### src/rtl/fcb_pmu_pkg.sv
// Shared types for the PMU-side VLP sequencer.
// Holds the FSM state encoding and the encodings of the VLP status output.
package fcb_pmu_pkg;

  typedef enum logic [2:0] {
    ST_RUN  = 3'd0,
    ST_ISO  = 3'd1,
    ST_PDN  = 3'd2,
    ST_VLP  = 3'd3,
    ST_PUP  = 3'd4,
    ST_DISO = 3'd5
  } state_e;

  localparam logic [1:0] STA_RUN   = 2'b00;
  localparam logic [1:0] STA_ENTER = 2'b01;
  localparam logic [1:0] STA_VLP   = 2'b11;
  localparam logic [1:0] STA_EXIT  = 2'b10;

endpackage

### src/rtl/fcb_pmu_vlp_seq.sv
// PMU-side responder to the VLP pin controller.
// Latches VLP-entry / wakeup set pulses as request flags, sequences fabric
// isolation and power gating, then clears each flag when its sequence is done.
// Ports:
//   fcb_sys_clk, fcb_sys_rst_n        : clock, synchronous active-low reset
//   fmic_frfu_set_pmu_chip_vlp_en/wu_en : one-cycle request pulses from the pin monitor
//   frfu_sw_set_vlp_en/wu_en          : software request pulses, same effect
//   fb_pwr_ack                        : fabric power-good (1 = powered)
//   frfu_fpmu_pmu_chip_vlp_en/_wu_en  : request flags
//   fpmu_fmic_pmu_busy                : sequence in progress
//   fpmu_iso_en, fpmu_pwr_gate        : isolation enable, power switch off
//   fpmu_vlp_sta                      : 00 run, 01 entering, 11 in VLP, 10 exiting
//   fpmu_timeout_err                  : sticky power-ack timeout
module fcb_pmu_vlp_seq
  import fcb_pmu_pkg::*;
#(
  parameter int unsigned SETTLE_CYCLES = 8,
  parameter int unsigned ACK_TIMEOUT   = 255,
  parameter int unsigned CNT_W         = 8
) (
  input  logic       fcb_sys_clk,
  input  logic       fcb_sys_rst_n,
  input  logic       fmic_frfu_set_pmu_chip_vlp_en,
  input  logic       fmic_frfu_set_pmu_chip_wu_en,
  input  logic       frfu_sw_set_vlp_en,
  input  logic       frfu_sw_set_wu_en,
  input  logic       fb_pwr_ack,
  output logic       frfu_fpmu_pmu_chip_vlp_en,
  output logic       frfu_fpmu_pmu_chip_vlp_wu_en,
  output logic       fpmu_fmic_pmu_busy,
  output logic       fpmu_iso_en,
  output logic       fpmu_pwr_gate,
  output logic [1:0] fpmu_vlp_sta,
  output logic       fpmu_timeout_err
);

  // Terminal counts: the counter starts at 0 on state entry, so N cycles end at N-1.
  localparam logic [CNT_W-1:0] SETTLE_LAST = CNT_W'(SETTLE_CYCLES - 1);
  localparam logic [CNT_W-1:0] ACK_LAST    = CNT_W'(ACK_TIMEOUT - 1);
  localparam logic [CNT_W-1:0] CNT_MAX     = {CNT_W{1'b1}};

  state_e           state_q, state_d;
  logic [CNT_W-1:0] cnt_q, cnt_d;
  logic             vlp_q, vlp_d;
  logic             wu_q, wu_d;
  logic             err_q, err_d;
  logic             vlp_clr, wu_clr, err_set;
  logic             vlp_set, wu_set;
  logic             counting;

  assign vlp_set = fmic_frfu_set_pmu_chip_vlp_en | frfu_sw_set_vlp_en;
  assign wu_set  = fmic_frfu_set_pmu_chip_wu_en  | frfu_sw_set_wu_en;

  // State register, request flags, shared counter and sticky error.
  always_ff @(posedge fcb_sys_clk) begin
    if (!fcb_sys_rst_n) begin
      state_q <= ST_RUN;
      cnt_q   <= '0;
      vlp_q   <= 1'b0;
      wu_q    <= 1'b0;
      err_q   <= 1'b0;
    end else begin
      state_q <= state_d;
      cnt_q   <= cnt_d;
      vlp_q   <= vlp_d;
      wu_q    <= wu_d;
      err_q   <= err_d;
    end
  end

  // Next-state logic and flag clear requests.
  always_comb begin
    state_d = state_q;
    vlp_clr = 1'b0;
    wu_clr  = 1'b0;
    err_set = 1'b0;
    case (state_q)
      ST_RUN: begin
        if (vlp_q) begin
          state_d = ST_ISO;
        end else if (wu_q) begin
          // Already running: acknowledge the wakeup without doing anything.
          wu_clr = 1'b1;
        end
      end
      ST_ISO: begin
        if (cnt_q == SETTLE_LAST) state_d = ST_PDN;
      end
      ST_PDN: begin
        if (!fb_pwr_ack) begin
          vlp_clr = 1'b1;
          state_d = ST_VLP;
        end else if (cnt_q == ACK_LAST) begin
          // Fabric never powered down: abort entry and bring it back up.
          err_set = 1'b1;
          vlp_clr = 1'b1;
          state_d = ST_PUP;
        end
      end
      ST_VLP: begin
        if (wu_q) state_d = ST_PUP;
      end
      ST_PUP: begin
        if (fb_pwr_ack) begin
          state_d = ST_DISO;
        end else if (cnt_q == ACK_LAST) begin
          // Flag the error but keep waiting; the fabric must come back.
          err_set = 1'b1;
        end
      end
      ST_DISO: begin
        if (cnt_q == SETTLE_LAST) begin
          wu_clr  = 1'b1;
          state_d = ST_RUN;
        end
      end
      default: state_d = ST_RUN;
    endcase
  end

  // Counter reloads on every state change and saturates instead of wrapping.
  always_comb begin
    counting = (state_q == ST_ISO) || (state_q == ST_PDN) ||
               (state_q == ST_PUP) || (state_q == ST_DISO);
    cnt_d = cnt_q;
    if (state_d != state_q) begin
      cnt_d = '0;
    end else if (counting && (cnt_q != CNT_MAX)) begin
      cnt_d = cnt_q + CNT_W'(1);
    end
  end

  // A set pulse wins over a same-cycle clear.
  always_comb begin
    vlp_d = vlp_set | (vlp_q & ~vlp_clr);
    wu_d  = wu_set  | (wu_q  & ~wu_clr);
    err_d = err_q | err_set;
  end

  // Output decode from the state register.
  always_comb begin
    fpmu_iso_en        = 1'b0;
    fpmu_pwr_gate      = 1'b0;
    fpmu_fmic_pmu_busy = 1'b0;
    fpmu_vlp_sta       = STA_RUN;
    case (state_q)
      ST_ISO: begin
        fpmu_iso_en        = 1'b1;
        fpmu_fmic_pmu_busy = 1'b1;
        fpmu_vlp_sta       = STA_ENTER;
      end
      ST_PDN: begin
        fpmu_iso_en        = 1'b1;
        fpmu_pwr_gate      = 1'b1;
        fpmu_fmic_pmu_busy = 1'b1;
        fpmu_vlp_sta       = STA_ENTER;
      end
      ST_VLP: begin
        fpmu_iso_en   = 1'b1;
        fpmu_pwr_gate = 1'b1;
        fpmu_vlp_sta  = STA_VLP;
      end
      ST_PUP, ST_DISO: begin
        fpmu_iso_en        = 1'b1;
        fpmu_fmic_pmu_busy = 1'b1;
        fpmu_vlp_sta       = STA_EXIT;
      end
      default: ;
    endcase
  end

  assign frfu_fpmu_pmu_chip_vlp_en    = vlp_q;
  assign frfu_fpmu_pmu_chip_vlp_wu_en = wu_q;
  assign fpmu_timeout_err             = err_q;

endmodule
### config.mk
export PLATFORM = sky130hd
export DESIGN_NAME = fcb_pmu_vlp_seq
export DESIGN_NICKNAME = d
export VERILOG_FILES = /design/src/rtl/fcb_pmu_pkg.sv /design/src/rtl/fcb_pmu_vlp_seq.sv
export SDC_FILE = /design/constraint.sdc
export NUM_CORES = 1
export LEC_CHECK = 0
export ABC_CLOCK_PERIOD_IN_PS = 3100
export CAP_MARGIN = 15
export CORE_UTILIZATION = 45
export DETAILED_ROUTE_END_ITERATION = 10
export GPL_TIMING_DRIVEN = 0
export PLACE_DENSITY = 0.69
export SETUP_SLACK_MARGIN = 0.4
export SLEW_MARGIN = 25
export SYNTH_ARGS = -nofsm -noshare
export SYNTH_HDL_FRONTEND = slang
export SYNTH_SLANG_ARGS = --single-unit
### constraint.sdc
create_clock -name fcb_sys_clk -period 3.1 [get_ports fcb_sys_clk]
set_clock_uncertainty 0.05 [all_clocks]
set_input_delay 0.775 -clock fcb_sys_clk [delete_from_list [all_inputs] [get_ports fcb_sys_clk]]
set_output_delay 0.775 -clock fcb_sys_clk [all_outputs]
set_load 0.01 [all_outputs]
Word-level counts from Yosys, hierarchy flattened
Cells that the tools add are included.
- bits in registers: 14
- output and inout port bits: 8
- bits of input ports: 7
- add/sub/neg operators: 1
- equal/unequal tests: 9
- bitwise operators: 10
- reductions and logical operators: 11
- muxes and demuxes: 22
- operator list (operator ; count):
    $mux W3 ; 7
    $pmux W3 S6 ; 1
    $mux W1 ; 11
    $add A8 B1 Y8 const B ; 1
    $eq A8 B3 Y1 const B ; 1
    $eq A8 B8 Y1 const B ; 1
    $ne A8 B8 Y1 const B ; 1
    $reduce_or A2 Y1 ; 4
    $eq A3 B2 Y1 const B ; 2
    $eq A3 B3 Y1 const B ; 2
    $pmux W2 S3 ; 1
    $or A1 B1 Y1 ; 5
    $reduce_or A5 Y1 ; 1
    $pmux W1 S2 ; 2
    $reduce_or A4 Y1 ; 1
    $eq A3 B1 Y1 const B ; 1
    $logic_not A3 Y1 ; 1
    $logic_or A1 B1 Y1 ; 3
    $ne A3 B3 Y1 ; 1
    $not A1 Y1 ; 3
    $and A1 B1 Y1 ; 2
    $logic_and A1 B1 Y1 ; 1

Longest topological paths before layout
Gate-level depths: netlist of the first run.
- word-level depth: 7
- mapped depth: 6

Least setup slack after synthesis of the first run
OpenSTA, ideal clock, no wires.
- path type: register to output
- start: reg state_q[0]
- end: out fpmu_vlp_sta[1]
- cell stages (with the launch flop): 4
- buffers on the path: 1
- data arrival time: 1063 ps
- data required time: 2275 ps
- path slack: 1212 ps
- cells stage by stage: dfxtp_1 clkbuf_1 inv_1 o21ai_0
- word-level cells in the longest chain between the ends: 3
- elaborated cells on any way between the ends: 8
- those cells by class: eq/ne: 5; mux: 1; reduce/logical: 2
- ends and longest elaborated chain (what ; RTL line ; source):
    from (decl) ; fcb_pmu_vlp_seq.sv:42 ; state_e state_q, state_d;
    from (signal assigned) ; fcb_pmu_vlp_seq.sv:63 ; state_q <= state_d;
    $eq A3 B3 Y1 (tied with other cells) ; fcb_pmu_vlp_seq.sv:146 ; case (state_q)
    $reduce_or A2 Y1 ; - ;
    $pmux W2 S3 (*) ; fcb_pmu_vlp_seq.sv:146 ;
    to (decl) ; fcb_pmu_vlp_seq.sv:33 ; output logic [1:0] fpmu_vlp_sta,
Every way passes the cells marked *; elsewhere a longest branch is shown, timed or not.

Final worst setup path of the first run
Same ends and word-level chain as after synthesis.

==> metrics.txt, run 1 <==
# TYPE chip_impl_metric gauge
chip_impl_metric{name="rows",unit=""} 16
chip_impl_metric{name="post_synthesis_area_per_instance",unit="µm²"} 8.06
chip_impl_metric{name="grt_pass1_wl",unit="µm"} 3530
chip_impl_metric{name="final.period_utilization",unit=""} 0.836
chip_impl_metric{name="maxCapViolations",unit=""} 0
chip_impl_metric{name="timing.slew.headroom",unit=""} 0.487
chip_impl_metric{name="postSynthNetCount",unit=""} 125
chip_impl_metric{name="wirelength",unit="µm"} 2150
chip_impl_metric{name="grt_pass1_vias",unit=""} 784
chip_impl_info{name="result_of_the_run",value="completed"} 1
chip_impl_metric{name="area_growth",unit="%"} 22.2
chip_impl_metric{name="crit_path_max_incr_delay",unit="ps"} 570
chip_impl_metric{name="grt_usage",unit=""} 0.223
chip_impl_metric{name="intPower",unit="µW"} 267
chip_impl_metric{name="floorplan.core_area",unit="µm²"} 1960
chip_impl_metric{name="required",unit="ps"} 2270
chip_impl_info{name="most_common_cell_after_layout_fill_and_taps_aside",value="clkdlybuf4s50_1"} 1
chip_impl_metric{name="post_drt_via_cell_ratio",unit=""} 5.88
chip_impl_metric{name="drt_drc_violations_left",unit=""} 0
chip_impl_metric{name="dp_hpwl",unit="µm"} 1560
chip_impl_info{name="ctsRootBufferMaster",value="clkbuf_4"} 1
chip_impl_metric{name="detailroute.via_count",unit=""} 941
chip_impl_metric{name="layout-drive-gt1-share",unit=""} 0.135
chip_impl_metric{name="netlist.area_leader.share",unit=""} 0.300
chip_impl_metric{name="grt_remaining_overflow",unit=""} 0
chip_impl_metric{name="yosysUniqueCellTypes",unit=""} 40
chip_impl_metric{name="detail-route-antenna-nets",unit=""} 0
chip_impl_metric{name="power.share.clock",unit=""} 0.292
chip_impl_metric{name="post_synth_instance_area",unit="µm²"} 935
chip_impl_info{name="timing.setup.critical_path_class",value="flop to output port"} 1
chip_impl_metric{name="ys_seq_elements",unit=""} 14
chip_impl_metric{name="power.share.switching",unit=""} 0.279
chip_impl_metric{name="grt_start_max_net_pins",unit=""} 11
chip_impl_metric{name="worst_r2r_setup_slack",unit="ps"} 900
chip_impl_metric{name="tritoncts_buffers",unit=""} 3
chip_impl_metric{name="synth_cells",unit=""} 116
chip_impl_metric{name="antenna_cells",unit=""} 0
chip_impl_metric{name="net-switching-power",unit="µW"} 104
chip_impl_info{name="end_kind",value="output port"} 1
chip_impl_metric{name="numClockSinks",unit=""} 14
chip_impl_info{name="netlist_top_cells_area",value="dfxtp_1, a211oi_1, a21oi_1"} 1
chip_impl_metric{name="power_frac_seq",unit=""} 0.522
chip_impl_metric{name="comb_power_share",unit=""} 0.187
chip_impl_metric{name="yosysSeqAreaShare",unit=""} 0.300
chip_impl_metric{name="setup_viol",unit=""} 0
chip_impl_metric{name="grt_antenna_before_repair",unit=""} 0
chip_impl_metric{name="finalWeightedCongestion",unit=""} 0.851
chip_impl_metric{name="timing.fmax",unit="MHz"} 386
chip_impl_metric{name="dieArea",unit="µm²"} 2260
chip_impl_metric{name="buffer_ports.inserted",unit=""} 14
chip_impl_metric{name="total_leakage_power",unit="nW"} 0.378
chip_impl_metric{name="drt_iter0_drc",unit=""} 22
chip_impl_metric{name="drt-pass1-iter-count",unit=""} 4
chip_impl_metric{name="yosysWarnings",unit=""} 0
chip_impl_metric{name="worstPathArrival",unit="ps"} 1770
chip_impl_metric{name="floorplan.io_pins",unit=""} 15
chip_impl_metric{name="layout_min_cycle_time",unit="ps"} 2590
chip_impl_metric{name="clock_insertion_delay_at_the_later_pin_of_the_skew_report",unit="ps"} 290
chip_impl_info{name="min-delay-path-class",value="flop to flop"} 1
chip_impl_metric{name="finalNetCount",unit=""} 144
chip_impl_info{name="tritoncts_clock_tree",value="built"} 1
chip_impl_metric{name="cts_max_path_buffers",unit=""} 2
chip_impl_metric{name="cellPowerDensity",unit="nW/µm²"} 324
chip_impl_metric{name="clock_edge_transition_at_the_registers_on_the_reported_setup_and_hold_paths",unit="ps"} 90
chip_impl_metric{name="finalHoldViolations",unit=""} 0
chip_impl_info{name="worstSetupStartpointType",value="flop"} 1
chip_impl_metric{name="setup-tns-final",unit="ps"} 0
chip_impl_metric{name="max-vdd-ir-drop",unit="mV"} 0.346
chip_impl_metric{name="worstMarginPinSlew",unit="ps"} 769
chip_impl_metric{name="cts.htree.levels",unit=""} 1
chip_impl_metric{name="cts-hold-fix-buffers",unit=""} 0
chip_impl_metric{name="die_height",unit="µm"} 47.6
chip_impl_info{name="worst_path_max_delay_cell",value="clkdlybuf4s50_1"} 1
chip_impl_info{name="rsz0062_at_grt",value="true"} 1
chip_impl_metric{name="final.fill_count",unit=""} 210
chip_impl_info{name="path_cells",value="buf_2 > inv_1 > o21ai_0 > clkdlybuf4s50_1"} 1
chip_impl_metric{name="final-max-slew-violation-count",unit=""} 0
chip_impl_info{name="synthDominantAreaCellType",value="dfxtp_1"} 1
chip_impl_metric{name="initial_util",unit=""} 0.476
chip_impl_metric{name="die_w",unit="µm"} 47.6
chip_impl_metric{name="critPathMaxFanout",unit=""} 10
chip_impl_info{name="most-common-layout-cells",value="clkdlybuf4s50_1, dfxtp_1, a211oi_1"} 1
chip_impl_metric{name="route.detailed.wl_per_inst",unit="µm"} 13.4
chip_impl_metric{name="worst_hold_slack",unit="ps"} 429
[state kept, by name, indices dropped and copies added (netlist names)]
signal                        count
cnt_q                             8
fpmu_timeout_err                  1
frfu_fpmu_pmu_chip_vlp_en         1
frfu_fpmu_pmu_chip_vlp_wu_en      1
state_q                           3
[power by group through the flow]
stage | Sequential, mW | Clock, mW | Combinational (mW)
6_report | 0.193 | 0.108 | 0.0692
4_1_cts | 0.193 | 0.109 | 0.0674
3_3_place_gp | 0.197 | 0 | 0.0652
5_1_grt | 0.195 | 0.115 | 0.0763
2_1_floorplan | 0.196 | 0 | 0.0360
3_5_place_dp | 0.197 | 0 | 0.0667
[repair_timing]
action	in CTS	in global routing
setup buffers	0	0
pin swaps	0	0
setup endpoints to repair	2	3
resized for setup	2	4
endpoints found under the hold margin	0	0
[synthesized netlist by cell type, drive strengths merged]
master   count
mux2i        2
o21a         3
or3b         1
o211ai       1
clkbuf       3
nand2b       3
inv          7
a2111oi      1
nor4b        1
o31ai        4
or3          5
o31a         2
o221ai       1
nand2        7
or2b         1
dfxtp       14
a21oi        7
nor2b        2
and4         2
or4          2
o311ai       1
a22oi        1
nor3         4
nand3        2
or4b         1
nor3b        1
a31oi        2
nand4        4
nor2         4
a21boi       2
a211oi       9
and2         1
and3         2
buf          3
ha           2
o21ai        8
[through the flow]
step	total power [mW]	area (µm²)	util	std cells	setup WS, ps
floorplan	0.232	935	-	116	1210
global placement	0.262	1110	0.565	157	486
detailed placement	0.264	1110	0.565	157	485
CTS	0.370	1130	0.578	160	420
global route	0.386	1140	0.582	160	378
finish	0.371	1140	0.582	160	510
[per-layer routing]
metal  up-vias  GRT usage  routed length (µm)
met2        26      0.337                1010
li1        480          -                   -
met4         0      0.117                  60
met3         6     0.0755                 106
met1       429      0.280                 970
met5         -          0                   0
[cell families after synthesis]
logic type | synth area share
AO/OA/AOI/OAI | 0.301
adder cells (fa/ha/maj) | 0.0268
multiplexers | 0.0214
AND/OR/NAND/NOR | 0.281
buffers and inverters | 0.0696
flip-flops | 0.300
[path summary, 6_finish.rpt]
path,cells past startpoint,start,endpoint
worst max-delay path,4,state_q[0]$_SDFF_PN0_,fpmu_vlp_sta[1]
worst min-delay path,1,fpmu_timeout_err$_SDFF_PN0_,fpmu_timeout_err$_SDFF_PN0_
worst max register to register,5,cnt_q[0]$_SDFFE_PP0P_,cnt_q[2]$_SDFFE_PP0P_
worst min register to register,1,fpmu_timeout_err$_SDFF_PN0_,fpmu_timeout_err$_SDFF_PN0_
[critical path: cells and delay by family (launching register included)]
family	cells	cell delay (ps)
buf+inv	3	900
flops	1	390
compound gates	1	200
[cell type report]
cell class	count	area [µm²]	area share
multi-input cells	89	597	0.522
flip-flops and latches	14	282	0.246
repair buffers	14	140	0.123
plain buffers	6	41.3	0.0361
well taps	27	33.8	0.0296
inverters	7	26.3	0.0230
clock buffers	3	22.5	0.0197
Note: power is estimated with default switching activity, not from simulation.
==> run 2: changes to the inputs <==
--- a/config.mk
+++ b/config.mk
@@ -5,7 +5,7 @@
 export SDC_FILE = /design/constraint.sdc
 export NUM_CORES = 1
 export LEC_CHECK = 0
-export ABC_CLOCK_PERIOD_IN_PS = 3100
+export ABC_CLOCK_PERIOD_IN_PS = 2700
 export CAP_MARGIN = 15
 export CORE_UTILIZATION = 45
 export DETAILED_ROUTE_END_ITERATION = 10
==> constraint.sdc (replaced) <==
create_clock -name fcb_sys_clk -period 2.7 [get_ports fcb_sys_clk]
set_clock_uncertainty 0.05 [all_clocks]
set_input_delay 0.675 -clock fcb_sys_clk [delete_from_list [all_inputs] [get_ports fcb_sys_clk]]
set_output_delay 0.675 -clock fcb_sys_clk [all_outputs]
set_load 0.01 [all_outputs]
==> run 2 against run 1 <==
Die area unchanged. Sequential power up 15%. Setup slack worse by 49 ps. Flip-flop and latch count unchanged. Critical path depth unchanged. Design area up 4.4%. Via count down 0.32%.
==> metrics.txt, run 2 (same netlist as run 1, synthesis figures left out) <==
# TYPE chip_impl_metric gauge
chip_impl_info{name="result_of_the_run",value="completed"} 1
chip_impl_metric{name="grt_pass1_vias",unit=""} 778
chip_impl_metric{name="required",unit="ps"} 1980
chip_impl_metric{name="drt_drc_violations_left",unit=""} 0
chip_impl_info{name="largest-register",value="cnt_q"} 1
chip_impl_metric{name="final.fill_count",unit=""} 204
chip_impl_metric{name="grt_start_max_net_pins",unit=""} 11
chip_impl_metric{name="numClockSinks",unit=""} 14
chip_impl_metric{name="die_w",unit="µm"} 47.6
chip_impl_metric{name="crit_path_max_incr_delay",unit="ps"} 390
chip_impl_metric{name="antenna_cells",unit=""} 0
chip_impl_info{name="top_regs",value="cnt_q x8, state_q x3"} 1
chip_impl_metric{name="finalHoldViolations",unit=""} 0
chip_impl_metric{name="detailroute.via_count",unit=""} 938
chip_impl_metric{name="initial_util",unit=""} 0.476
chip_impl_info{name="min-delay-path-class",value="flop to flop"} 1
chip_impl_metric{name="clock_insertion_delay_at_the_later_pin_of_the_skew_report",unit="ps"} 280
chip_impl_metric{name="power.share.switching",unit=""} 0.279
chip_impl_metric{name="worstPathArrival",unit="ps"} 1510
chip_impl_metric{name="tritoncts_buffers",unit=""} 3
chip_impl_metric{name="grt_pass1_wl",unit="µm"} 3510
chip_impl_metric{name="worstMarginPinSlew",unit="ps"} 505
chip_impl_metric{name="detail-route-antenna-nets",unit=""} 0
chip_impl_metric{name="finalNetCount",unit=""} 146
chip_impl_metric{name="critPathMaxFanout",unit=""} 9
chip_impl_metric{name="power.share.clock",unit=""} 0.284
chip_impl_metric{name="power_frac_seq",unit=""} 0.516
chip_impl_metric{name="grt_usage",unit=""} 0.222
chip_impl_metric{name="rows",unit=""} 16
chip_impl_metric{name="final-max-slew-violation-count",unit=""} 0
chip_impl_metric{name="cellPowerDensity",unit="nW/µm²"} 361
chip_impl_metric{name="total_leakage_power",unit="nW"} 0.429
chip_impl_info{name="hold_path_end",value="fpmu_timeout_err$_SDFF_PN0_"} 1
chip_impl_metric{name="drt-pass1-iter-count",unit=""} 6
chip_impl_info{name="path_cells",value="buf_4 > or3_4 > a21boi_0 > clkdlybuf4s15_1"} 1
chip_impl_metric{name="dieArea",unit="µm²"} 2260
chip_impl_metric{name="timing.slew.headroom",unit=""} 0.659
chip_impl_metric{name="grt_antenna_before_repair",unit=""} 0
chip_impl_metric{name="layout-drive-gt1-share",unit=""} 0.170
chip_impl_metric{name="layout_min_cycle_time",unit="ps"} 2240
chip_impl_info{name="most_common_cell_after_layout_fill_and_taps_aside",value="dfxtp_1"} 1
chip_impl_metric{name="dp_hpwl",unit="µm"} 1560
chip_impl_metric{name="floorplan.core_area",unit="µm²"} 1960
chip_impl_metric{name="die_height",unit="µm"} 47.6
chip_impl_metric{name="buffer_ports.inserted",unit=""} 14
chip_impl_metric{name="comb_power_share",unit=""} 0.200
chip_impl_info{name="ctsRootBufferMaster",value="clkbuf_4"} 1
chip_impl_metric{name="cts_max_path_buffers",unit=""} 2
chip_impl_info{name="end_kind",value="output port"} 1
chip_impl_metric{name="cts-hold-fix-buffers",unit=""} 0
chip_impl_metric{name="cell_area_reported_after_detailed_placement",unit="µm²"} 1110
chip_impl_info{name="timing.rr.start",value="cnt_q[0]$_SDFFE_PP0P_"} 1
chip_impl_metric{name="net-switching-power",unit="µW"} 120
chip_impl_metric{name="max-vdd-ir-drop",unit="mV"} 0.396
chip_impl_metric{name="drt_iter0_drc",unit=""} 21
chip_impl_metric{name="area_growth",unit="%"} 27.6
chip_impl_metric{name="grt_remaining_overflow",unit=""} 0
chip_impl_info{name="worstSetupStartpointType",value="flop"} 1
chip_impl_metric{name="clock_edge_transition_at_the_registers_on_the_reported_setup_and_hold_paths",unit="ps"} 90
chip_impl_metric{name="setup-tns-final",unit="ps"} 0
chip_impl_metric{name="post_drt_via_cell_ratio",unit=""} 5.79
chip_impl_info{name="timing.hold.worst.start",value="fpmu_timeout_err$_SDFF_PN0_"} 1
chip_impl_info{name="timing.setup.critical_path_class",value="flop to output port"} 1
chip_impl_metric{name="intPower",unit="µW"} 311
chip_impl_metric{name="timing.fmax",unit="MHz"} 447
chip_impl_metric{name="timing.reg2reg.worst_path_depth",unit=""} 5
chip_impl_metric{name="maxCapViolations",unit=""} 0
chip_impl_metric{name="min_delay_path_depth",unit=""} 1
chip_impl_info{name="rsz0062_at_grt",value="true"} 1
chip_impl_metric{name="wirelength",unit="µm"} 2140
chip_impl_metric{name="worst_r2r_setup_slack",unit="ps"} 700
chip_impl_info{name="worst_path_max_delay_cell",value="or3_4"} 1
chip_impl_metric{name="finalWeightedCongestion",unit=""} 0.851
chip_impl_metric{name="largest_register_ffs",unit=""} 8
chip_impl_metric{name="setup_viol",unit=""} 0
chip_impl_info{name="tritoncts_clock_tree",value="built"} 1
chip_impl_metric{name="cts.htree.levels",unit=""} 1
chip_impl_metric{name="finish.instance_area",unit="µm²"} 1190
chip_impl_metric{name="final.period_utilization",unit=""} 0.829
chip_impl_info{name="most-common-layout-cells",value="dfxtp_1, clkdlybuf4s50_1, a211oi_1"} 1
chip_impl_info{name="crit-reg2reg-capture",value="cnt_q[2]$_SDFFE_PP0P_"} 1
chip_impl_metric{name="floorplan.io_pins",unit=""} 15
chip_impl_metric{name="route.detailed.wl_per_inst",unit="µm"} 13.2
==> run 2: critical path, delay by kind of cell (launching register included) <==
kind | cells | cell delay (ps)
AO/OA/AOI/OAI | 1 | 130
buffers and inverters | 2 | 390
flip-flops | 1 | 310
AND/OR/NAND/NOR | 1 | 390
==> run 2: area by class of cell <==
type | instances | area (µm²) | share of cell area
Multi-Input combinational cell | 89 | 612 | 0.513
Sequential cell | 14 | 282 | 0.236
Timing Repair Buffer | 16 | 160 | 0.134
Buffer | 6 | 56.3 | 0.0472
Tap cell | 27 | 33.8 | 0.0283
Inverter | 7 | 26.3 | 0.0220
Clock buffer | 3 | 22.5 | 0.0189
==> run 2: per-stage QoR <==
stage          total power [mW]  hold WS (ps)   util  cells  setup slack, ps
2_1_floorplan             0.266           436      -    116              912
3_3_place_gp              0.301           408  0.565    157              186
3_5_place_dp              0.303           413  0.565    157              185
4_1_cts                   0.425           439  0.588    160              235
5_1_grt                   0.451           454  0.608    162              396
6_report                  0.431           429  0.608    162              461
==> run 2: power groups by stage <==
stage                     Sequential [mW]  Clock [mW]  Combinational (mW)
final                               0.222       0.122              0.0861
after detailed placement            0.226           0              0.0766
after CTS                           0.222       0.125              0.0778
after floorplan                     0.225           0              0.0413
after global placement              0.226           0              0.0749
after global routing                0.224       0.132              0.0946
==> run 2: metal layers <==
layer / share of wire / track usage
met5: 0 / 0
met4: 0.029 / 0.117
met3: 0.053 / 0.0755
met2: 0.47 / 0.334
met1: 0.45 / 0.280
==> run 2: timing repair <==
action | 4_1_cts | 5_1_grt
buffers inserted | 0 | 2
pin swaps | 0 | 1
hold endpoints to repair | 0 | 0
endpoints found under the setup margin | 4 | 13
gates resized for setup | 11 | 9
==> run 2: how the worst max path moves through the flow <==
stage | startpoint | to | slack (ps) | cells past startpoint
2_1_floorplan | state_q[0]$_SDFF_PN0_ | fpmu_vlp_sta[1] | 910 | 3
3_3_place_gp | fb_pwr_ack | cnt_q[2]$_SDFFE_PP0P_ | 190 | 5
3_5_place_dp | fb_pwr_ack | cnt_q[2]$_SDFFE_PP0P_ | 190 | 5
4_1_cts | state_q[0]$_SDFF_PN0_ | fpmu_vlp_sta[1] | 240 | 4
5_1_grt | state_q[1]$_SDFF_PN0_ | fpmu_pwr_gate | 400 | 4
6_report | state_q[1]$_SDFF_PN0_ | fpmu_iso_en | 460 | 4
==> run 3: changes to the inputs <==
--- a/config.mk
+++ b/config.mk
@@ -5,7 +5,7 @@
 export SDC_FILE = /design/constraint.sdc
 export NUM_CORES = 1
 export LEC_CHECK = 0
-export ABC_CLOCK_PERIOD_IN_PS = 2700
+export ABC_CLOCK_PERIOD_IN_PS = 2200
 export CAP_MARGIN = 15
 export CORE_UTILIZATION = 45
 export DETAILED_ROUTE_END_ITERATION = 10
==> constraint.sdc (replaced) <==
create_clock -name fcb_sys_clk -period 2.2 [get_ports fcb_sys_clk]
set_clock_uncertainty 0.05 [all_clocks]
set_input_delay 0.55 -clock fcb_sys_clk [delete_from_list [all_inputs] [get_ports fcb_sys_clk]]
set_output_delay 0.55 -clock fcb_sys_clk [all_outputs]
set_load 0.01 [all_outputs]
==> run 3 against run 2 <==
Design area grew 17%. Worst hold slack lost 2.6 ps. First-iteration DRC count grew 19%. Utilization grew 10 points. Cell count grew 8.6%. Count of clock-buffer cells in the layout is the same. Global-route usage grew 2.9 points. Sequential power grew 24%. Via count grew 12%. Critical path type unchanged. Critical endpoint unchanged.
==> metrics.txt, run 3 (same netlist as run 1, synthesis figures left out) <==
# TYPE chip_impl_metric gauge
chip_impl_info{name="result_of_the_run",value="completed"} 1
chip_impl_metric{name="layout_min_cycle_time",unit="ps"} 1980
chip_impl_metric{name="area_growth",unit="%"} 49.0
chip_impl_metric{name="initial_util",unit=""} 0.476
chip_impl_metric{name="ff_latch_area",unit="µm²"} 302
chip_impl_info{name="timing.hold.worst.start",value="fpmu_timeout_err$_SDFF_PN0_"} 1
chip_impl_info{name="startpoint",value="state_q[1]$_SDFF_PN0_"} 1
chip_impl_metric{name="preCtsSetupSlack",unit="ps"} -190
chip_impl_metric{name="cts.htree.levels",unit=""} 1
chip_impl_metric{name="rows",unit=""} 16
chip_impl_info{name="most_common_cell_after_layout_fill_and_taps_aside",value="buf_4"} 1
chip_impl_info{name="timing.rr.start",value="state_q[1]$_SDFF_PN0_"} 1
chip_impl_metric{name="maxCapViolations",unit=""} 0
chip_impl_metric{name="grt_pass1_vias",unit=""} 882
chip_impl_info{name="worstSetupStartpointType",value="flop"} 1
chip_impl_metric{name="dieArea",unit="µm²"} 2260
chip_impl_info{name="rsz0062_at_grt",value="true"} 1
chip_impl_metric{name="area_used_by_multi_input_combinational_logic",unit="µm²"} 687
chip_impl_info{name="ctsRootBufferMaster",value="clkbuf_4"} 1
chip_impl_metric{name="post_drt_via_cell_ratio",unit=""} 5.95
chip_impl_metric{name="worstMarginPinSlew",unit="ps"} 405
chip_impl_metric{name="drt-pass1-iter-count",unit=""} 4
chip_impl_info{name="path_cells",value="buf_6 > or3_4 > a21boi_1 > buf_2"} 1
chip_impl_metric{name="clock_insertion_delay_at_the_later_pin_of_the_skew_report",unit="ps"} 300
chip_impl_metric{name="drt_drc_violations_left",unit=""} 0
chip_impl_info{name="most-common-layout-cells",value="buf_4, dfxtp_2"} 1
chip_impl_metric{name="antenna_cells",unit=""} 0
chip_impl_metric{name="detailroute.via_count",unit=""} 1048
chip_impl_info{name="min-delay-path-class",value="flop to flop"} 1
chip_impl_metric{name="critPathMaxFanout",unit=""} 7
chip_impl_metric{name="total_leakage_power",unit="nW"} 0.527
chip_impl_metric{name="floorplan.io_pins",unit=""} 15
chip_impl_metric{name="route.detailed.wl_per_inst",unit="µm"} 15.8
chip_impl_info{name="timing.setup.critical_path_class",value="flop to output port"} 1
chip_impl_metric{name="max-vdd-ir-drop",unit="mV"} 0.471
chip_impl_metric{name="worstPathArrival",unit="ps"} 1380
chip_impl_info{name="path_delay_family",value="simple AND/OR/NAND/NOR gates"} 1
chip_impl_info{name="largest-register",value="cnt_q"} 1
chip_impl_metric{name="dp_hpwl",unit="µm"} 1560
chip_impl_metric{name="setup_slack",unit="ps"} 221
chip_impl_metric{name="crit_path_max_incr_delay",unit="ps"} 350
chip_impl_metric{name="finalWeightedCongestion",unit=""} 0.851
chip_impl_metric{name="die_w",unit="µm"} 47.6
chip_impl_metric{name="final_cell_count_no_fill",unit=""} 176
chip_impl_info{name="tritoncts_clock_tree",value="built"} 1
chip_impl_metric{name="timing.fmax",unit="MHz"} 505
chip_impl_metric{name="clock_edge_transition_at_the_registers_on_the_reported_setup_and_hold_paths",unit="ps"} 100
chip_impl_metric{name="finalNetCount",unit=""} 160
chip_impl_metric{name="detail-route-antenna-nets",unit=""} 0
chip_impl_metric{name="buffer_ports.inserted",unit=""} 14
chip_impl_info{name="end_kind",value="output port"} 1
chip_impl_metric{name="grt_antenna_before_repair",unit=""} 0
chip_impl_info{name="top_regs",value="cnt_q x8, state_q x3"} 1
chip_impl_metric{name="floorplan.core_area",unit="µm²"} 1960
chip_impl_metric{name="grt_usage",unit=""} 0.251
chip_impl_metric{name="crit_buf_inv",unit=""} 2
chip_impl_metric{name="cts_max_path_buffers",unit=""} 2
chip_impl_metric{name="required",unit="ps"} 1600
chip_impl_metric{name="wirelength",unit="µm"} 2790
chip_impl_metric{name="final-max-slew-violation-count",unit=""} 0
chip_impl_metric{name="largest_register_ffs",unit=""} 8
chip_impl_metric{name="final.fill_count",unit=""} 175
chip_impl_metric{name="setup_viol",unit=""} 0
chip_impl_metric{name="grt_start_max_net_pins",unit=""} 11
chip_impl_metric{name="final.period_utilization",unit=""} 0.899
chip_impl_metric{name="grt_pass1_wl",unit="µm"} 3990
chip_impl_metric{name="numClockSinks",unit=""} 14
chip_impl_metric{name="grt_remaining_overflow",unit=""} 0
chip_impl_info{name="worst_path_max_delay_cell",value="or3_4"} 1
chip_impl_metric{name="drt_iter0_drc",unit=""} 25
chip_impl_metric{name="timing.slew.headroom",unit=""} 0.729
chip_impl_metric{name="placed_cells",unit=""} 157
chip_impl_metric{name="cellPowerDensity",unit="nW/µm²"} 398
chip_impl_metric{name="finalHoldViolations",unit=""} 0
chip_impl_metric{name="layout-drive-gt1-share",unit=""} 0.409
chip_impl_metric{name="tritoncts_buffers",unit=""} 3
chip_impl_metric{name="die_height",unit="µm"} 47.6
[run 3: cell types whose count changed in the layout (fill, tap and decap cells not counted), moves of 2 or more]
cell and delta:
buf_4 +13, dfxtp_1 -10, dfxtp_2 +7, clkdlybuf4s50_1 -5
a211oi_1 -3, a211oi_2 +3, dfxtp_4 +3, dlygate4sd2_1 +3
o21ai_0 -3, buf_2 +2, buf_6 +2, clkdlybuf4s15_1 -2
o21ai_1 +2
[run 3: worst paths after layout]
| kind | to | slack [ps] | cells after the start |
|---|---|---|---|
| max | fpmu_iso_en | 220 | 4 |
| min | fpmu_timeout_err$_SDFF_PN0_ | 430 | 1 |
| max reg2reg | cnt_q[7]$_SDFFE_PP0P_ | 280 | 6 |
| min reg2reg | fpmu_timeout_err$_SDFF_PN0_ | 430 | 1 |
[run 3: area by class of cell]
cell class	instances	area share
well taps	27	0.0243
repair buffers	30	0.182
clock buffers	3	0.0162
flip-flops and latches	14	0.217
inverters	7	0.0189
multi-input cells	89	0.493
plain buffers	6	0.0485
[run 3: timing repair]
action,in CTS,in global routing
setup buffers,4,12
hold buffers,0,0
endpoints found under the setup margin,17,16
gates resized for setup,48,21
pin swaps,2,7
[run 3: power by group]
part           switching (mW)  internal, mW
logic                  0.0587        0.0619
clock network          0.0947        0.0639
registers              0.0143         0.260
[run 3: through the flow]
stage | cell area (µm²) | setup TNS (ps) | util | power [mW] | hold slack (ps)
2_1_floorplan | 935 | 0 | - | 0.327 | 436
3_3_place_gp | 1110 | -1200 | 0.565 | 0.370 | 408
3_5_place_dp | 1110 | -1220 | 0.565 | 0.372 | 413
4_1_cts | 1240 | 0 | 0.631 | 0.543 | 439
5_1_grt | 1390 | 0 | 0.710 | 0.574 | 448
6_report | 1390 | 0 | 0.710 | 0.554 | 427
[run 3: layer usage]
metal,part of all wire,global-route usage,up-vias
met5,0,0,-
met4,0.025,0.117,0
met3,0.042,0.0679,8
met2,0.52,0.405,37
met1,0.41,0.312,490
li1,-,-,513
